`config.mk`:
```
export PLATFORM = sky130hd
export DESIGN_NAME = sequence_tx
export DESIGN_NICKNAME = d
export VERILOG_FILES = /design/src/rtl/sequence_tx.sv
export SDC_FILE = /design/constraint.sdc
export NUM_CORES = 1
export LEC_CHECK = 0
export ABC_AREA = 1
export BUFFER_PORTS_ARGS = -buffer_cell sky130_fd_sc_hd__buf_2
export CAP_MARGIN = 15
export CORE_MARGIN = 3
export CORE_UTILIZATION = 57
export CTS_BUF_LIST = sky130_fd_sc_hd__clkbuf_16
export CTS_CLUSTER_DIAMETER = 200
export DETAILED_ROUTE_END_ITERATION = 7
export GPL_TIMING_DRIVEN = 0
export PLACE_DENSITY_LB_ADDON = 0.15
export RECOVER_POWER = 100
export SLEW_MARGIN = 5
export SYNTH_ARGS = -nofsm -noshare
export SYNTH_HDL_FRONTEND = slang
export SYNTH_SLANG_ARGS = --single-unit
```
`constraint.sdc`:
```
create_clock -name clk -period 2.1 [get_ports clk]
set_input_delay 0.105 -clock clk [delete_from_list [all_inputs] [get_ports clk]]
set_output_delay 0.105 -clock clk [all_outputs]
set_load 0.02 [all_outputs]
```
`src/rtl/sequence_tx.sv`:
```
// sequence_tx: serial bit-pattern transmitter.
// Latches a parallel pattern on start and shifts it out MSB-first, one bit per
// clock, optionally repeating it back-to-back (reps+1 transmissions in total).
// All outputs are registered and come from the state register.
module sequence_tx #(
   parameter int unsigned PAT_WIDTH = 4,
   parameter int unsigned REP_WIDTH = 4
) (
   input  logic                 clk,
   input  logic                 n_rst,
   input  logic                 start,
   input  logic [PAT_WIDTH-1:0] pattern,
   input  logic [REP_WIDTH-1:0] reps,
   output logic                 serial_out,
   output logic                 busy,
   output logic                 done
);

   localparam int unsigned CW = (PAT_WIDTH > 2) ? $clog2(PAT_WIDTH) : 1;
   localparam logic [CW-1:0] LAST_BIT = CW'(PAT_WIDTH - 1);

   typedef enum logic [1:0] {
      S_IDLE,
      S_SHIFT,
      S_DONE
   } state_t;

   state_t               state_q, state_d;
   logic [PAT_WIDTH-1:0] shreg_q, shreg_d;
   logic [CW-1:0]        bit_q,   bit_d;
   logic [REP_WIDTH-1:0] rep_q,   rep_d;
   logic                 serial_q, serial_d;
   logic                 busy_q,   busy_d;
   logic                 done_q,   done_d;

   logic [CW-1:0]        bit_idx;

   assign bit_idx    = bit_q - CW'(1);
   assign serial_out = serial_q;
   assign busy       = busy_q;
   assign done       = done_q;

   // State and datapath registers; reset aborts any transmission in progress.
   always_ff @(posedge clk or negedge n_rst) begin
      if (!n_rst) begin
         state_q  <= S_IDLE;
         shreg_q  <= '0;
         bit_q    <= '0;
         rep_q    <= '0;
         serial_q <= 1'b0;
         busy_q   <= 1'b0;
         done_q   <= 1'b0;
      end else begin
         state_q  <= state_d;
         shreg_q  <= shreg_d;
         bit_q    <= bit_d;
         rep_q    <= rep_d;
         serial_q <= serial_d;
         busy_q   <= busy_d;
         done_q   <= done_d;
      end
   end

   // Next-state, shift sequencing and registered-output values.
   always_comb begin
      state_d  = state_q;
      shreg_d  = shreg_q;
      bit_d    = bit_q;
      rep_d    = rep_q;
      serial_d = serial_q;
      busy_d   = busy_q;
      done_d   = done_q;

      case (state_q)
         S_IDLE: begin
            serial_d = 1'b0;
            busy_d   = 1'b0;
            done_d   = 1'b0;
            if (start) begin
               shreg_d  = pattern;
               rep_d    = reps;
               bit_d    = LAST_BIT;
               serial_d = pattern[PAT_WIDTH-1];
               busy_d   = 1'b1;
               state_d  = S_SHIFT;
            end
         end

         S_SHIFT: begin
            if (bit_q != '0) begin
               serial_d = shreg_q[bit_idx];
               bit_d    = bit_idx;
            end else if (rep_q != '0) begin
               serial_d = shreg_q[PAT_WIDTH-1];
               bit_d    = LAST_BIT;
               rep_d    = rep_q - REP_WIDTH'(1);
            end else begin
               serial_d = 1'b0;
               busy_d   = 1'b0;
               done_d   = 1'b1;
               state_d  = S_DONE;
            end
         end

         S_DONE: begin
            // The edge leaving DONE acts as the IDLE edge, so a held start
            // relaunches at k+N+1 and back-to-back transfers repeat every N+1.
            serial_d = 1'b0;
            busy_d   = 1'b0;
            done_d   = 1'b0;
            state_d  = S_IDLE;
            if (start) begin
               shreg_d  = pattern;
               rep_d    = reps;
               bit_d    = LAST_BIT;
               serial_d = pattern[PAT_WIDTH-1];
               busy_d   = 1'b1;
               state_d  = S_SHIFT;
            end
         end

         default: begin
            state_d = S_IDLE;
         end
      endcase
   end

endmodule

```
==> run metrics, run 1 <==
Worst Clk Skew=0.00175 ns; Rel. slew slack=46.6%; Global Route Usage Sum=18.7%; CTS tree=done; DIE AREA=1970 um^2; CP Capture Type=register; Post-CTS Setup Bufs=0; final RePlAce weighted congestion=0.787; worst-skew pair later-pin latency=0.24 ns; Routed WL per cell=11.0 um; CP cell instances=inv_1 > ha_1 > inv_1 > o21ai_2 > nand2_1 > nand2_1 > nand2_1; CTS resizes=0; CTS sink count=15; first-pass GRT wire length=~2.7 mm; Worst VDD drop=0.822 mV; DRT Pass-1 Iters=3; Final Net Count=141; Ports=14; Synth-to-Final Area Change=17.7%; Worst R2R Path Depth=7; WP data arrival=between 1.5 and 2 ns; Fmax=0.670 GHz; post-route setup TNS=0 ns; Synth cell types=21; Fin. Hold Viols=0; worst stage delay on the critical path=0.41 ns; CTS max path bufs=2; sequential fraction of the synthesis area=44.6%; Setup-failing EPs final=0; vias in the first global route=661; total global routing overflow=0; DR vias/cell=~4.9; DRC Markers=0; Max Cap Viol=0; row count=13; status=finished clean; CTS root buffer=clkbuf_16; Yosys reg bits=15; power per cell area=1660 nW/um^2; hold depth=3; RSZ-0062 raised after global routing=no; syn nets=122; via count=approximately 700; warnings from Yosys=0; Synth Instances=109; initial antenna violation count=0; Worst setup SP type=register; Post-DRT Antenna Nets=0; Max FO, Critical Path=5; Starting Density=62.3%; worst setup margin=0.607 ns; RR Startpoint=bit_q[0]$_DFFE_PN0P_; Worst path top cell family by delay=flip-flops; Num CTS Buffers=3; # H-tree levels=1; Crit-path slowest cell=dfrtp_1; synthesized area per cell=around 7.7 um^2; Worst Setup Path Type=reg2reg; clock slew at reported path FFs=about 0.050 ns; Die Width=44.4 um; Worst-Margin Slew=0.801 ns; port bufs=13; Hold Crit Class=in2reg; hold wc startpoint=pattern[2]; Hold Path End=shreg_q[2]$_DFFE_PN0P_; LEAKAGE=0.543 nW; reg-to-reg slack, setup=0.61 ns; worst path bufs/invs=2; Final min period=between 1 and 1.5 ns; n_diodes=0; Final Cycle Share=71.1%; CP required=2.23 ns; # hold bufs at CTS=1; Core ar.=1350 um^2; largest net degree at the start of global routing=16; Worst R2R End=bit_q[1]$_DFFE_PN0P_; Crit path top cell by count=nand2_1; pre-CTS WS=0.661 ns; share of cells above drive strength 1=18.1%; Die Y=44.4 um; Synth Cell Area=between 800 and 900 um^2; final WL=1.57 mm; 1st-iter DRT viols=9; detailed placement HPWL=roughly 1.1 mm; max-slew violations=0
cells in the final DEF (no fill, tap or decap), drive strengths merged:
cell	netlist	layout
mux2i	1	1
nand4	1	1
dfrtp	15	15
nand2	37	37
nand3b	1	1
buf	2	10
ha	2	2
o21ai	6	6
a21oi	6	6
dlygate4sd3	0	1
nand3	7	7
clkbuf	0	8
inv	16	17
nor2	15	15
where the power goes:
part           switching, W  internal (W)  total (W)  leakage, nW
clock network      0.000109      0.000252   0.000360       0.0423
logic              0.000496      0.000287   0.000782        0.323
registers         0.0000766      0.000428   0.000504        0.177
stage by stage:
| step | cells | total power (W) | utilization [%] | hold slack, ns | instance area, um^2 |
|---|---|---|---|---|---|
| CTS | 142 | 0.00170 | 75.1 | 0.111 | 1010 |
| floorplan | 109 | 0.00116 | - | -0.191 | 841 |
| global route | 142 | 0.00181 | 73.3 | 0.116 | 990 |
| detailed placement | 137 | 0.00133 | 68.5 | 0.0255 | 925 |
| finish | 142 | 0.00165 | 73.3 | 0.109 | 990 |
| global placement | 137 | 0.00130 | 68.5 | 0.0239 | 925 |
state kept, by name, summed over array words and instances (netlist names):
register / count
shreg_q: 4
busy: 1
serial_out: 1
rep_q: 4
done: 1
bit_q: 2
state_q: 2
worst register-to-register path: stages, from the launching register on:
cell,delay [ns]
dfrtp_1,0.41
inv_1,0.12
ha_1,0.23
inv_1,0.11
o21ai_2,0.26
nand2_1,0.13
nand2_1,0.08
nand2_1,0.05
cells by family after synthesis:
family                     count (synthesis)  share of synthesized area, %
AOI/OAI and AO/OA                         12                          8.93
adders and majority gates                  2                          2.98
buffers and inverters                     18                          8.93
DFF                                       15                          44.6
muxes                                      1                          1.19
and+or+nand+nor                           61                          33.3
cell usage after synthesis, drive strengths merged:
library cell  instances  area [um^2]
nand3                 7         40.0
inv                  16         60.1
ha                    2         25.0
nand2                37          154
dfrtp                15          375
a21oi                 6         41.3
nand3b                1         11.3
nor2                 15         68.8
nand4                 1         6.26
buf                   2         15.0
mux2i                 1         10.0
o21ai                 6         33.8
worst max path at each step:
stage                               startpoint              endpoint  slack, ns  cells past startpoint
after floorplan           bit_q[0]$_DFFE_PN0P_  bit_q[0]$_DFFE_PN0P_       0.85                      7
after global placement    bit_q[0]$_DFFE_PN0P_  bit_q[0]$_DFFE_PN0P_       0.71                      7
after detailed placement  bit_q[0]$_DFFE_PN0P_  bit_q[1]$_DFFE_PN0P_       0.66                      7
after CTS                 bit_q[0]$_DFFE_PN0P_  bit_q[1]$_DFFE_PN0P_       0.65                      7
after global routing      bit_q[0]$_DFFE_PN0P_  bit_q[0]$_DFFE_PN0P_       0.49                      7
final                     bit_q[0]$_DFFE_PN0P_  bit_q[1]$_DFFE_PN0P_       0.61                      7
layout make-up:
class,count,area (um^2)
fillers,104,360
multi-input cells,76,375
clock inverters,1,3.75
clock buffers,3,75.1
flip-flops and latches,15,375
repair buffers,14,70.1
well taps,15,18.8
plain buffers,2,11.3
inverters,16,60.1
per-layer routing:
layer,up-vias,track usage (%),wire length (um)
met5,-,0,0
met4,0,9.04,22
met3,4,3.66,69
met2,13,27.9,728
met1,306,25.9,747
li1,372,-,-
Power figures use the tool's default switching activity.
==> run 2: changes to the inputs <==
--- a/config.mk
+++ b/config.mk
@@ -9,7 +9,7 @@
 export BUFFER_PORTS_ARGS = -buffer_cell sky130_fd_sc_hd__buf_2
 export CAP_MARGIN = 15
 export CORE_MARGIN = 3
-export CORE_UTILIZATION = 57
+export CORE_UTILIZATION = 48
 export CTS_BUF_LIST = sky130_fd_sc_hd__clkbuf_16
 export CTS_CLUSTER_DIAMETER = 200
 export DETAILED_ROUTE_END_ITERATION = 7
==> constraint.sdc (replaced) <==
create_clock -name clk -period 1.2 [get_ports clk]
set_input_delay 0.06 -clock clk [delete_from_list [all_inputs] [get_ports clk]]
set_output_delay 0.06 -clock clk [all_outputs]
set_load 0.02 [all_outputs]
==> run 2 against run 1 <==
- the run now ends with setup timing left
- sequential power grew 81%
- critical path type unchanged
- sequential share of layout area shrank 5.3 points
- fmax grew 23%
- setup slack lost 0.63 ns
- first-iteration DRC count grew 110%
- final cell count grew 6.3%
- sequential cell count is the same
- largest power group unchanged
- largest cell class is now multi-input combinational cells
- critical endpoint is now bit_q[0]$_DFFE_PN0P_
==> run metrics, run 2 (same netlist as run 1, synthesis figures left out) <==
Hold Crit Class=in2reg (unchanged); status=finished, violations left (was finished clean); row count=14 (was 13); Crit path top cell by count=nand2_1 (unchanged); CP required=1.34 ns (was 2.23 ns); vias in the first global route=659 (was 661); Final min period=1.22 ns (was 1.49 ns); port bufs=13 (unchanged); RR Startpoint=bit_q[0]$_DFFE_PN0P_ (unchanged); Synth-to-Final Area Change=37.2% (was 17.7%); reg-to-reg slack, setup=-0.02 ns (was 0.61 ns); clock slew at reported path FFs=0.05 ns (about the same); worst setup margin=-0.0179 ns (was 0.607 ns); CTS max path bufs=2 (unchanged); # H-tree levels=1 (unchanged); Worst R2R Path Depth=7 (unchanged); CP Launch Point=bit_q[0]$_DFFE_PN0P_ (unchanged); Worst setup SP type=register (unchanged); Worst Setup Path Type=reg2reg (unchanged); LEAKAGE=0.589 nW (was 0.543 nW); worst-skew pair later-pin latency=0.25 ns (was 0.24 ns); hold wc startpoint=pattern[2] (unchanged); Final Cycle Share=101% (was 71.1%); 1st-iter DRT viols=19 (was 9); largest net degree at the start of global routing=16 (unchanged); Max Cap Viol=0 (unchanged); first-pass GRT wire length=3.04 mm (was 2.70 mm); Global Route Usage Sum=20.0% (was 18.7%); Fin. Hold Viols=0 (unchanged); RSZ-0062 raised after global routing=yes (was no); n_diodes=0 (unchanged); CTS root buffer=clkbuf_16 (unchanged); post-route setup TNS=-0.0279 ns (was 0 ns); CTS sink count=15 (unchanged); Worst-Margin Slew=0.825 ns (was 0.801 ns); Worst Clk Skew=0.00430 ns (was 0.00175 ns); CTS tree=done (unchanged); failing checks=setup timing; Fmax=0.821 GHz (was 0.670 GHz); Worst R2R End=bit_q[0]$_DFFE_PN0P_ (was bit_q[1]$_DFFE_PN0P_); Core ar.=1580 um^2 (was 1350 um^2); initial antenna violation count=0 (unchanged); Starting Density=53.3% (was 62.3%); Die Y=47.9 um (was 44.4 um); most frequent cells in the layout=nand2_1 (30), dfrtp_1 (14), nor2_1 (10), buf_4 (10), inv_1 (10) (was nand2_1 (35), inv_1 (17), dfrtp_1 (15)); WP data arrival=1.35 ns (was 1.62 ns); area of the multi-input gates=469 um^2 (was 375 um^2); DRT Pass-1 Iters=3 (unchanged); CP Capture Type=register (unchanged); via count=742 (was 695); power per cell area=3110 nW/um^2 (was 1660 nW/um^2); max-slew violations=0 (unchanged); worst stage delay on the critical path=0.39 ns (was 0.41 ns); Rel. slew slack=45.0% (was 46.6%); Setup-failing EPs final=2 (was 0); Setup crit end=bit_q[0]$_DFFE_PN0P_ (was bit_q[1]$_DFFE_PN0P_); Ports=14 (unchanged); Die Width=47.9 um (was 44.4 um); DR vias/cell=4.91 (was 4.89); Crit-path slowest cell=dfrtp_1 (unchanged); Max FO, Critical Path=4 (was 5); DRC Markers=0 (unchanged); Routed WL per cell=13.0 um (was 11.0 um); largest registers=rep_q x4, shreg_q x4 (unchanged); DIE AREA=2290 um^2 (was 1970 um^2); Worst VDD drop=1.84 mV (was 0.822 mV); Post-DRT Antenna Nets=0 (unchanged); most common cell after layout, fill and taps aside=nand2_1 (unchanged); share of cells above drive strength 1=37.0% (was 18.1%); total global routing overflow=0 (unchanged); CP cell instances=inv_2 > ha_4 > inv_4 > o21ai_4 > nand2_2 > nand2_1 > nand2_1 (was inv_1 > ha_1 > inv_1 > o21ai_2 > nand2_1 > nand2_1 > nand2_1); detailed placement HPWL=1.17 mm (was 1.13 mm); pre-CTS WS=-0.178 ns (was 0.661 ns); Final Net Count=149 (was 141); Reg area=377 um^2 (was 375 um^2); final RePlAce weighted congestion=0.769 (was 0.787); Num CTS Buffers=3 (unchanged); Fillers=127 (was 104); final WL=1.96 mm (was 1.57 mm)
[run 2: cell types whose count changed in the layout (fill, tap and decap cells not counted), sizes merged]
cell,previous run,this run
clkinv,0,1
inv,17,16
clkbuf,8,7
buf,10,19
[run 2: area by class of cell]
cell class / count / area share (%)
tap: 16 / 1.74
sequential: 15 / 32.6
inverter: 16 / 5.42
clock buffer: 3 / 6.51
clock inverter: 1 / 0.434
multi-input combinational: 76 / 40.7
buffer: 2 / 1.30
timing repair buffer: 22 / 11.3
[run 2: worst min-delay path by stage]
| stage | cells past startpoint | slack, ns | to |
|---|---|---|---|
| floorplan | 0 | -0.24 | bit_q[0]$_DFFE_PN0P_ |
| global placement | 1 | -0.02 | rep_q[2]$_DFFE_PN0P_ |
| detailed placement | 1 | -0.01 | rep_q[2]$_DFFE_PN0P_ |
| CTS | 3 | 0.06 | shreg_q[2]$_DFFE_PN0P_ |
| global route | 3 | 0.06 | shreg_q[2]$_DFFE_PN0P_ |
| finish | 3 | 0.06 | shreg_q[2]$_DFFE_PN0P_ |
[run 2: report_power, final]
part           switching, W  internal, W
sequential         0.000162     0.000752
clock              0.000215     0.000445
combinational       0.00117     0.000845
[run 2: critical path: cells and delay by family (launching register included)]
family / cells / cell delay, ns
AND/OR/NAND/NOR: 3 / 0.21
buffers and inverters: 2 / 0.13
AO/OA/AOI/OAI: 1 / 0.21
adder cells (fa/ha/maj): 1 / 0.17
flip-flops: 1 / 0.39
[run 2: what timing repair did]
item	in CTS	in global routing
hold endpoints to repair	15	0
setup buffers	4	4
pin swaps	5	6
hold buffers	1	0
endpoints found under the setup margin	9	9
gates resized for setup	9	12
[run 2: per-layer routing]
| metal | vias up | track usage (%) | part of all wire [%] |
|---|---|---|---|
| li1 | 389 | - | - |
| met1 | 330 | 25.4 | 48 |
| met2 | 16 | 30.1 | 45 |
| met3 | 7 | 6.02 | 4.5 |
| met4 | 0 | 11.3 | 2.6 |
| met5 | - | 0 | 0 |
[run 2: through the flow]
step	total power (W)	cells	hold slack, ns	cell area (um^2)	util (%)
detailed placement	0.00238	138	-0.0101	941	59.7
finish	0.00359	151	0.0591	1150	73.2
floorplan	0.00207	109	-0.236	856	-
CTS	0.00331	147	0.0590	1090	69.0
global route	0.00389	151	0.0640	1150	73.2
global placement	0.00232	138	-0.0187	941	59.7
==> run 3: changes to the inputs <==
--- a/config.mk
+++ b/config.mk
@@ -20,3 +20,4 @@
 export SYNTH_ARGS = -nofsm -noshare
 export SYNTH_HDL_FRONTEND = slang
 export SYNTH_SLANG_ARGS = --single-unit
+export TNS_END_PERCENT = 1
==> run 3 against run 2 <==
- the run still ends with setup timing left
- sequential share of layout area is 1.8 points higher
- clock power hardly changed
- non-clock buffer count is 4 lower
- wire length is 4.6% lower
- final cell count is 2.6% lower
- worst hold slack better by 0.00057 ns
- largest power group unchanged
- highest routed layer unchanged
==> run metrics, run 3 (same netlist as run 1, synthesis figures left out) <==
Fin. Hold Viols=0 (unchanged); power per cell area=3040 nW/um^2 (was 3110 nW/um^2); DIE AREA=2290 um^2 (unchanged); worst setup margin=-0.0129 ns (was -0.0179 ns); DRT Pass-1 Iters=4 (was 3); Crit path top cell by count=nand2_1 (unchanged); first-pass GRT wire length=3.04 mm (unchanged); worst path bufs/invs=0 (was 2); DR vias/cell=5.03 (was 4.91); Final Cycle Share=101% (about the same); final RePlAce weighted congestion=0.769 (unchanged); Max Cap Viol=0 (unchanged); post-route setup TNS=-0.0251 ns (was -0.0279 ns); Worst path top cell family by delay=flip-flops (unchanged); 1st-iter DRT viols=7 (was 19); failing checks=setup timing (unchanged); # H-tree levels=1 (unchanged); Routed WL per cell=12.7 um (was 13.0 um); vias in the first global route=659 (unchanged); Ports=14 (unchanged); Fillers=134 (was 127); Worst-Margin Slew=0.851 ns (was 0.825 ns); detailed placement HPWL=1.17 mm (unchanged); CTS tree=done (unchanged); Worst R2R Path Depth=6 (was 7); Final Net Count=145 (was 149); RSZ-0062 raised after global routing=yes (unchanged); Worst Clk Skew=0.00273 ns (was 0.00430 ns); CP Capture Type=register (unchanged); Worst Hold Slack=0.0597 ns (was 0.0591 ns); row count=14 (unchanged); CTS max path bufs=2 (unchanged); Rel. slew slack=43.3% (was 45.0%); port bufs=13 (unchanged); WP data arrival=1.35 ns (about the same); Max FO, Critical Path=4 (unchanged); placed cells=138 (unchanged); LEAKAGE=0.569 nW (was 0.589 nW); placed cell area=941 um^2 (unchanged); share of cells above drive strength 1=32.1% (was 37.0%); reg-to-reg slack, setup=-0.01 ns (was -0.02 ns); CP Depth=6 (was 7); Crit-path slowest cell=dfrtp_1 (unchanged); CP required=1.34 ns (about the same); hold depth=3 (unchanged); CP cell instances=nor2_4 > nand2_4 > o21ai_4 > nand2_2 > nand2_1 > nand2_1 (was inv_2 > ha_4 > inv_4 > o21ai_4 > nand2_2 > nand2_1 > nand2_1); CTS sink count=15 (unchanged); Die Y=47.9 um (unchanged); clock slew at reported path FFs=0.05 ns (about the same); Starting Density=53.3% (unchanged); Final min period=1.21 ns (was 1.22 ns); fin area=1090 um^2 (was 1150 um^2); Core Util, Final=69.0% (was 73.2%); Finished Layout Cells=147 (was 151); total global routing overflow=0 (unchanged); initial antenna violation count=0 (unchanged); Global Route Usage Sum=20.0% (unchanged); most common cell after layout, fill and taps aside=nand2_1 (unchanged); max-slew violations=0 (unchanged); Hold Crit Class=in2reg (unchanged); DRC Markers=0 (unchanged); status=finished, violations left (unchanged); CTS root buffer=clkbuf_16 (unchanged); Worst VDD drop=1.72 mV (was 1.84 mV); Post-DRT Antenna Nets=0 (unchanged); Setup crit end=bit_q[1]$_DFFE_PN0P_ (was bit_q[0]$_DFFE_PN0P_); most frequent cells in the layout=nand2_1 (31), dfrtp_1 (15), nor2_1 (12) (was nand2_1 (30), dfrtp_1 (14), nor2_1 (10), buf_4 (10), inv_1 (10)); final WL=1.87 mm (was 1.96 mm); Num CTS Buffers=3 (unchanged); RR Startpoint=rep_q[2]$_DFFE_PN0P_ (was bit_q[0]$_DFFE_PN0P_); Setup-failing EPs final=2 (unchanged); largest registers=rep_q x4, shreg_q x4 (unchanged); Synth-to-Final Area Change=29.5% (was 37.2%); largest net degree at the start of global routing=16 (unchanged); Core ar.=1580 um^2 (unchanged); CP Launch Point=rep_q[2]$_DFFE_PN0P_ (was bit_q[0]$_DFFE_PN0P_); worst-skew pair later-pin latency=0.25 ns (about the same); via count=739 (was 742); n_diodes=0 (unchanged); Fmax=0.824 GHz (was 0.821 GHz); Worst setup SP type=register (unchanged); Worst Setup Path Type=reg2reg (unchanged); Die Width=47.9 um (unchanged); worst stage delay on the critical path=0.45 ns (was 0.39 ns); Worst R2R End=bit_q[1]$_DFFE_PN0P_ (was bit_q[0]$_DFFE_PN0P_)
run 3: cell count changes in the layout (fill, tap and decap cells not counted):
cell	delta
buf_4	-4
dfrtp_1	+1
dfrtp_2	-1
inv_2	+1
inv_4	-1
nand2_1	+1
nand2_8	-1
nor2_1	+2
nor2_4	-2
o21ai_0	+1
o21ai_1	-1
run 3: timing repair:
item | 4_1_cts | 5_1_grt
endpoints found under the setup margin | 9 | 9
buffers inserted | 4 | 0
pin swaps | 5 | 0
hold buffers | 1 | 0
endpoints found under the hold margin | 15 | 0
gates resized for setup | 9 | 2
run 3: layout make-up:
cell class	instances	area, um^2	area share (%)
plain buffers	2	15.0	1.38
clock buffers	3	75.1	6.90
clock inverters	1	5.00	0.460
inverters	16	60.1	5.52
multi-input cells	76	438	40.2
flip-flops and latches	15	375	34.5
well taps	16	20.0	1.84
repair buffers	18	100	9.20
run 3: layer usage:
metal | GRT usage [%] | part of all wire [%] | vias up
li1 | - | - | 384
met1 | 25.4 | 48 | 327
met2 | 30.1 | 44 | 20
met3 | 6.02 | 5.0 | 8
met4 | 11.3 | 2.1 | 0
met5 | 0 | 0 | -
run 3: worst min path at each step:
stage / startpoint / to / slack [ns]
3_5_place_dp: n_rst / rep_q[2]$_DFFE_PN0P_ / -0.01
5_1_grt: pattern[2] / shreg_q[2]$_DFFE_PN0P_ / 0.06
4_1_cts: pattern[2] / shreg_q[2]$_DFFE_PN0P_ / 0.06
6_report: pattern[1] / shreg_q[1]$_DFFE_PN0P_ / 0.06
2_1_floorplan: n_rst / bit_q[0]$_DFFE_PN0P_ / -0.24
3_3_place_gp: n_rst / rep_q[2]$_DFFE_PN0P_ / -0.02
run 3: tightest hold or removal path, delay by kind of cell:
kind | cells | cell delay (ns)
buffers and inverters | 1 | 0.07
AND/OR/NAND/NOR | 1 | 0.03
AO/OA/AOI/OAI | 1 | 0.10
run 3: through the flow:
step	power [W]	worst slack, ns
finish	0.00330	-0.0129
global route	0.00360	-0.0962
CTS	0.00331	0.00168
detailed placement	0.00238	-0.178
global placement	0.00232	-0.146
floorplan	0.00207	0.000396
run 3: power breakdown:
| group | internal, W | leakage [nW] | switching [W] |
|---|---|---|---|
| Clock | 0.000445 | 0.0409 | 0.000213 |
| Combinational | 0.000701 | 0.351 | 0.00104 |
| Sequential | 0.000749 | 0.177 | 0.000152 |
| Total | 0.00190 | 0.569 | 0.00141 |
